`config.mk`:
```
export PLATFORM = sky130hd
export DESIGN_NAME = decode_exec_reg
export DESIGN_NICKNAME = d
export VERILOG_FILES = /design/src/rtl/cpu_pipe_pkg.sv /design/src/rtl/decode_exec_reg_fwd.sv /design/src/rtl/decode_exec_reg.sv
export SDC_FILE = /design/constraint.sdc
export NUM_CORES = 1
export LEC_CHECK = 0
export CAP_MARGIN = 20
export CORE_MARGIN = 2
export CORE_UTILIZATION = 55
export CTS_CLUSTER_SIZE = 12
export DETAILED_ROUTE_END_ITERATION = 16
export PLACE_DENSITY_LB_ADDON = 0.08
export SYNTH_ARGS = -nofsm -noshare
export SYNTH_HDL_FRONTEND = slang
export SYNTH_HIERARCHICAL = 1
export SYNTH_SLANG_ARGS = --single-unit
```
`constraint.sdc`:
```
create_clock -name clk -period 4.6 [get_ports clk]
set_input_delay 0.46 -clock clk [delete_from_list [all_inputs] [get_ports clk]]
set_output_delay 0.46 -clock clk [all_outputs]
set_load 0.01 [all_outputs]
```
`src/rtl/cpu_pipe_pkg.sv`:
```
// Shared pipeline types for the decode/execute boundary: forward-select
// encoding and the architectural PC register index.
package cpu_pipe_pkg;

    typedef enum logic [1:0] {
        FWD_RF = 2'b00,
        FWD_W  = 2'b01,
        FWD_M  = 2'b10
    } fwd_sel_t;

    localparam logic [3:0] PC_REG   = 4'hF;
    localparam int         NUM_OPND = 2;

endpackage

```
`src/rtl/decode_exec_reg_fwd.sv`:
```
// Operand forwarding slice: address compare against the M and W writers plus
// the 3:1 operand mux. M outranks W; the PC register is never redirected.
module operand_fwd
    import cpu_pipe_pkg::*;
#(
    parameter int SIZE       = 32,
    parameter int AMOUNT_REG = 4
) (
    input  logic [AMOUNT_REG-1:0] ra,
    input  logic [SIZE-1:0]       rd,
    input  logic                  regwrite_m,
    input  logic [AMOUNT_REG-1:0] wa3_m,
    input  logic [SIZE-1:0]       aluresult_m,
    input  logic                  regwrite_w,
    input  logic [AMOUNT_REG-1:0] wa3_w,
    input  logic [SIZE-1:0]       result_w,
    output fwd_sel_t              sel,
    output logic [SIZE-1:0]       data
);

    localparam logic [AMOUNT_REG-1:0] PC_ADDR = AMOUNT_REG'(PC_REG);

    logic is_pc;
    logic hit_m;
    logic hit_w;

    assign is_pc = (ra == PC_ADDR);
    assign hit_m = regwrite_m && (wa3_m == ra) && !is_pc;
    assign hit_w = regwrite_w && (wa3_w == ra) && !is_pc;

    always_comb begin
        sel  = FWD_RF;
        data = rd;
        if (hit_m) begin
            sel  = FWD_M;
            data = aluresult_m;
        end else if (hit_w) begin
            sel  = FWD_W;
            data = result_w;
        end
    end

endmodule

```
`src/rtl/decode_exec_reg.sv`:
```
// Decode->Execute pipeline register with D-stage write bypass, E-stage
// forwarding from M/W, and load-use stall/bubble generation.
module decode_exec_reg
    import cpu_pipe_pkg::*;
#(
    parameter int SIZE       = 32,
    parameter int AMOUNT_REG = 4,
    parameter int CTRL_W     = 12
) (
    input  logic                  clk,
    input  logic                  rst_n,
    input  logic                  valid_d,
    input  logic [AMOUNT_REG-1:0] ra1_d,
    input  logic [AMOUNT_REG-1:0] ra2_d,
    input  logic [AMOUNT_REG-1:0] ra3_d,
    input  logic [SIZE-1:0]       rd1_d,
    input  logic [SIZE-1:0]       rd2_d,
    input  logic [SIZE-1:0]       extimm_d,
    input  logic [CTRL_W-1:0]     ctrl_d,
    input  logic                  regwrite_d,
    input  logic                  memtoreg_d,
    input  logic                  hold_e,
    input  logic                  flush_e,
    input  logic                  regwrite_m,
    input  logic [AMOUNT_REG-1:0] wa3_m,
    input  logic [SIZE-1:0]       aluresult_m,
    input  logic                  regwrite_w,
    input  logic [AMOUNT_REG-1:0] wa3_w,
    input  logic [SIZE-1:0]       result_w,
    output logic                  valid_e,
    output logic [SIZE-1:0]       srca_e,
    output logic [SIZE-1:0]       srcb_e,
    output logic [SIZE-1:0]       extimm_e,
    output logic [AMOUNT_REG-1:0] wa3_e,
    output logic [CTRL_W-1:0]     ctrl_e,
    output logic                  regwrite_e,
    output logic                  memtoreg_e,
    output logic [1:0]            fwda_e,
    output logic [1:0]            fwdb_e,
    output logic                  stall_d
);

    localparam logic [AMOUNT_REG-1:0] PC_ADDR = AMOUNT_REG'(PC_REG);

    logic                  valid_e_reg;
    logic                  regwrite_e_reg;
    logic                  memtoreg_e_reg;
    logic [SIZE-1:0]       extimm_e_reg;
    logic [AMOUNT_REG-1:0] wa3_e_reg;
    logic [CTRL_W-1:0]     ctrl_e_reg;

    logic [AMOUNT_REG-1:0] ra_d     [NUM_OPND];
    logic [AMOUNT_REG-1:0] ra_e_reg [NUM_OPND];
    logic [SIZE-1:0]       rd_d     [NUM_OPND];
    logic [SIZE-1:0]       cap_d    [NUM_OPND];
    logic [SIZE-1:0]       rd_e_reg [NUM_OPND];
    logic [SIZE-1:0]       src_e    [NUM_OPND];
    fwd_sel_t              sel_e    [NUM_OPND];
    fwd_sel_t              byp_sel_unused [NUM_OPND];

    logic load_use;
    logic bubble;

    assign ra_d[0] = ra1_d;
    assign ra_d[1] = ra2_d;
    assign rd_d[0] = rd1_d;
    assign rd_d[1] = rd2_d;

    // Per operand: the D-side instance covers the same-edge regfile write
    // (M tied off), the E-side instance picks between M, W and the latched RD.
    genvar gi;
    generate
        for (gi = 0; gi < NUM_OPND; gi++) begin : g_opnd
            operand_fwd #(
                .SIZE       (SIZE),
                .AMOUNT_REG (AMOUNT_REG)
            ) u_bypass_d (
                .ra          (ra_d[gi]),
                .rd          (rd_d[gi]),
                .regwrite_m  (1'b0),
                .wa3_m       ({AMOUNT_REG{1'b0}}),
                .aluresult_m ({SIZE{1'b0}}),
                .regwrite_w  (regwrite_w),
                .wa3_w       (wa3_w),
                .result_w    (result_w),
                .sel         (byp_sel_unused[gi]),
                .data        (cap_d[gi])
            );

            operand_fwd #(
                .SIZE       (SIZE),
                .AMOUNT_REG (AMOUNT_REG)
            ) u_fwd_e (
                .ra          (ra_e_reg[gi]),
                .rd          (rd_e_reg[gi]),
                .regwrite_m  (regwrite_m),
                .wa3_m       (wa3_m),
                .aluresult_m (aluresult_m),
                .regwrite_w  (regwrite_w),
                .wa3_w       (wa3_w),
                .result_w    (result_w),
                .sel         (sel_e[gi]),
                .data        (src_e[gi])
            );
        end
    endgenerate

    assign valid_e    = valid_e_reg;
    assign regwrite_e = valid_e_reg & regwrite_e_reg;
    assign memtoreg_e = valid_e_reg & memtoreg_e_reg;
    assign extimm_e   = extimm_e_reg;
    assign wa3_e      = wa3_e_reg;
    assign ctrl_e     = ctrl_e_reg;
    assign srca_e     = src_e[0];
    assign srcb_e     = src_e[1];
    assign fwda_e     = sel_e[0];
    assign fwdb_e     = sel_e[1];

    assign load_use = memtoreg_e && regwrite_e && (wa3_e_reg != PC_ADDR) && valid_d &&
                      ((wa3_e_reg == ra1_d) || (wa3_e_reg == ra2_d));
    assign stall_d  = load_use | hold_e;

    // Flush beats hold; hold beats the load-use bubble.
    assign bubble = flush_e || (!hold_e && load_use);

    always_ff @(posedge clk or negedge rst_n) begin
        if (!rst_n) begin
            valid_e_reg    <= 1'b0;
            regwrite_e_reg <= 1'b0;
            memtoreg_e_reg <= 1'b0;
            extimm_e_reg   <= '0;
            wa3_e_reg      <= '0;
            ctrl_e_reg     <= '0;
            for (int i = 0; i < NUM_OPND; i++) begin
                ra_e_reg[i] <= '0;
                rd_e_reg[i] <= '0;
            end
        end else if (bubble) begin
            valid_e_reg    <= 1'b0;
            regwrite_e_reg <= 1'b0;
            memtoreg_e_reg <= 1'b0;
        end else if (!hold_e) begin
            valid_e_reg    <= valid_d;
            regwrite_e_reg <= regwrite_d;
            memtoreg_e_reg <= memtoreg_d;
            extimm_e_reg   <= extimm_d;
            wa3_e_reg      <= ra3_d;
            ctrl_e_reg     <= ctrl_d;
            for (int i = 0; i < NUM_OPND; i++) begin
                ra_e_reg[i] <= ra_d[i];
                rd_e_reg[i] <= cap_d[i];
            end
        end
    end

endmodule

```
==> impl_metrics.toml <==
[critical_path]
worstPathRequired_ns = 4.14
crit_path_max_fanout = 16
cp_slowest_cell = "and4_1"
crit_arrival_ns = 3.35
end_kind = "output pin"
worst_path_largest_cell_delay_ns = 0.77
crit_path_frequent_cell = "clkdlybuf4s50_1"
path_cells = "clkdlybuf4s50_1 > xnor2_1 > and4_1 > buf_4 > nand3_1 > a31oi_2 > clkdlybuf4s50_1"
startpoint_type = "input pin"
crit_type = "input pin to output pin"

[finish]
stdcell_area_um2 = 16100
layout.nets = 1993
n_fill_cell = 1728
syn2layout_area_growth_pct = 30.3
final_core_utilization_pct = 73.5
regArea_um2 = 3080
multi_input_area_um2 = 8490
drive_above_1_share_pct = 11.5
final_cell_mix = "317 x clkdlybuf4s50_1, 244 x nand3_1, 145 x o21ai_0"
largest_register_ffs = 64
final_common_cell = "clkdlybuf4s50_1"

[die]
dieHeight_um = 154
rows = 54
core_area_um2 = 22000
die_area_um2 = 23700
ios = 321
dieWidth_um = 154
start_util_pct = 56.4

[power]
power_density_nw_per_um2 = 329
power_leakage_nw = 5.22
ir_drop_v = 0.000270

[place]
dp_hpwl_um = 30500
gp_congestion = 0.901
place_area_um2 = 15400
portBuffers = 320

[global_route]
use_met2_pct = 64.0
grtUsageMet3_pct = 12.5
busiest_layer = "met2"
grt_pass1_vias = 14686
grt_overflow_total = 0
grt_use_total_pct = 41.9
grt_pass1_wl_um = 80300
grt_use_met1_pct = 53.7
grt_max_degree = 121
antenna_found_initial = 1

[logic_synthesis]
synth_area_per_cell_um2 = 7.87
syn_inst = 1572
ys_warn_count = 6
synth_area_um2 = 12400

[clocking]
cts_resized = 0
cts_num_sinks = 123
post_cts_buffers = 0
cts-root-buf = "clkbuf_16"
path_clk_slew_ns = 0.06
numCtsBuffers = 17
clk_latency_ns = 0.43
cts_buffer_depth = 2
holdBufCountCts = 0
cts_tree = "yes"
h-tree-depth = 4

[timing]
holdWs_ns = 0.0814
finalSetupViolCount = 0
slew_headroom_pct = -42.4
period_minus_slack_ns = 3.81
rsz0062_at_grt = "false"
hold_viol_final = 0
fin_worst_skew_ns = 0.00735
tns_ns = 0
slew_viol_final = 66
period_share_pct = 82.9
worst_slew_pin_slew_ns = 2.14
fmax_mhz = 262

[route]
via_per_inst = 7.36
initialDrtViolationCount = 2187
vias = 15328
totalWireLength_um = 51900
antenna_left = 0
drc_errors = 0
drtPass1Iterations = 6
wl_per_cell_um = 24.9

[job]
max_cap_viol_count = 0

[status]
status = "complete, but fails checks"
violations = "slew limit"

[min_path]
hp-class = "input pin to async pin"
[path summary, 6_finish.rpt]
kind | startpoint | endpoint | slack, ns | cells past startpoint
max in group asynchronous | rst_n | rd_e_reg[41] | 3.49 | 2
max reg2reg | wa3_e[2] | ra_e_reg[0] | 1.89 | 5
min in group clk | ctrl_e[5] | ctrl_e[5] | 0.55 | 2
max | wa3_w[0] | srca_e[22] | 0.79 | 7
min reg2reg | ctrl_e[5] | ctrl_e[5] | 0.55 | 2
min | rst_n | rd_e_reg[5] | 0.08 | 1
[stage by stage]
stage,power (W),instances,setup slack (ns)
2_1_floorplan,0.00273,1647,2.67
3_3_place_gp,0.00370,2050,1.04
3_5_place_dp,0.00374,2050,0.944
4_1_cts,0.00521,2080,0.905
5_1_grt,0.00550,2083,0.801
6_report,0.00531,2084,0.789
[worst max-delay path, delay by kind of cell]
family | cells | cell delay [ns]
buf+inv | 3 | 1.47
xor+xnor | 1 | 0.28
simple gates | 2 | 0.89
compound gates | 1 | 0.24
[routing by layer]
metal | vias to the layer above | share of wire [%]
met5 | - | 0
met4 | 0 | 5.2
met3 | 247 | 14
met2 | 1302 | 44
met1 | 7211 | 37
li1 | 6568 | -
[layout make-up]
class / instances / share of cell area (%)
Inverter: 3 / 0.0698
Sequential cell: 123 / 19.1
Antenna cell: 1 / 0.0155
Clock buffer: 24 / 3.23
Tap cell: 280 / 2.17
Clock inverter: 6 / 0.667
Timing Repair Buffer: 357 / 22.2
Multi-Input combinational cell: 1290 / 52.6
[report_power, final]
part | switching (W) | internal [W]
registers | 0.000210 | 0.00128
clock network | 0.000531 | 0.000947
logic | 0.00126 | 0.00107
total | 0.00200 | 0.00330
Note: power is estimated with default switching activity, not from simulation.
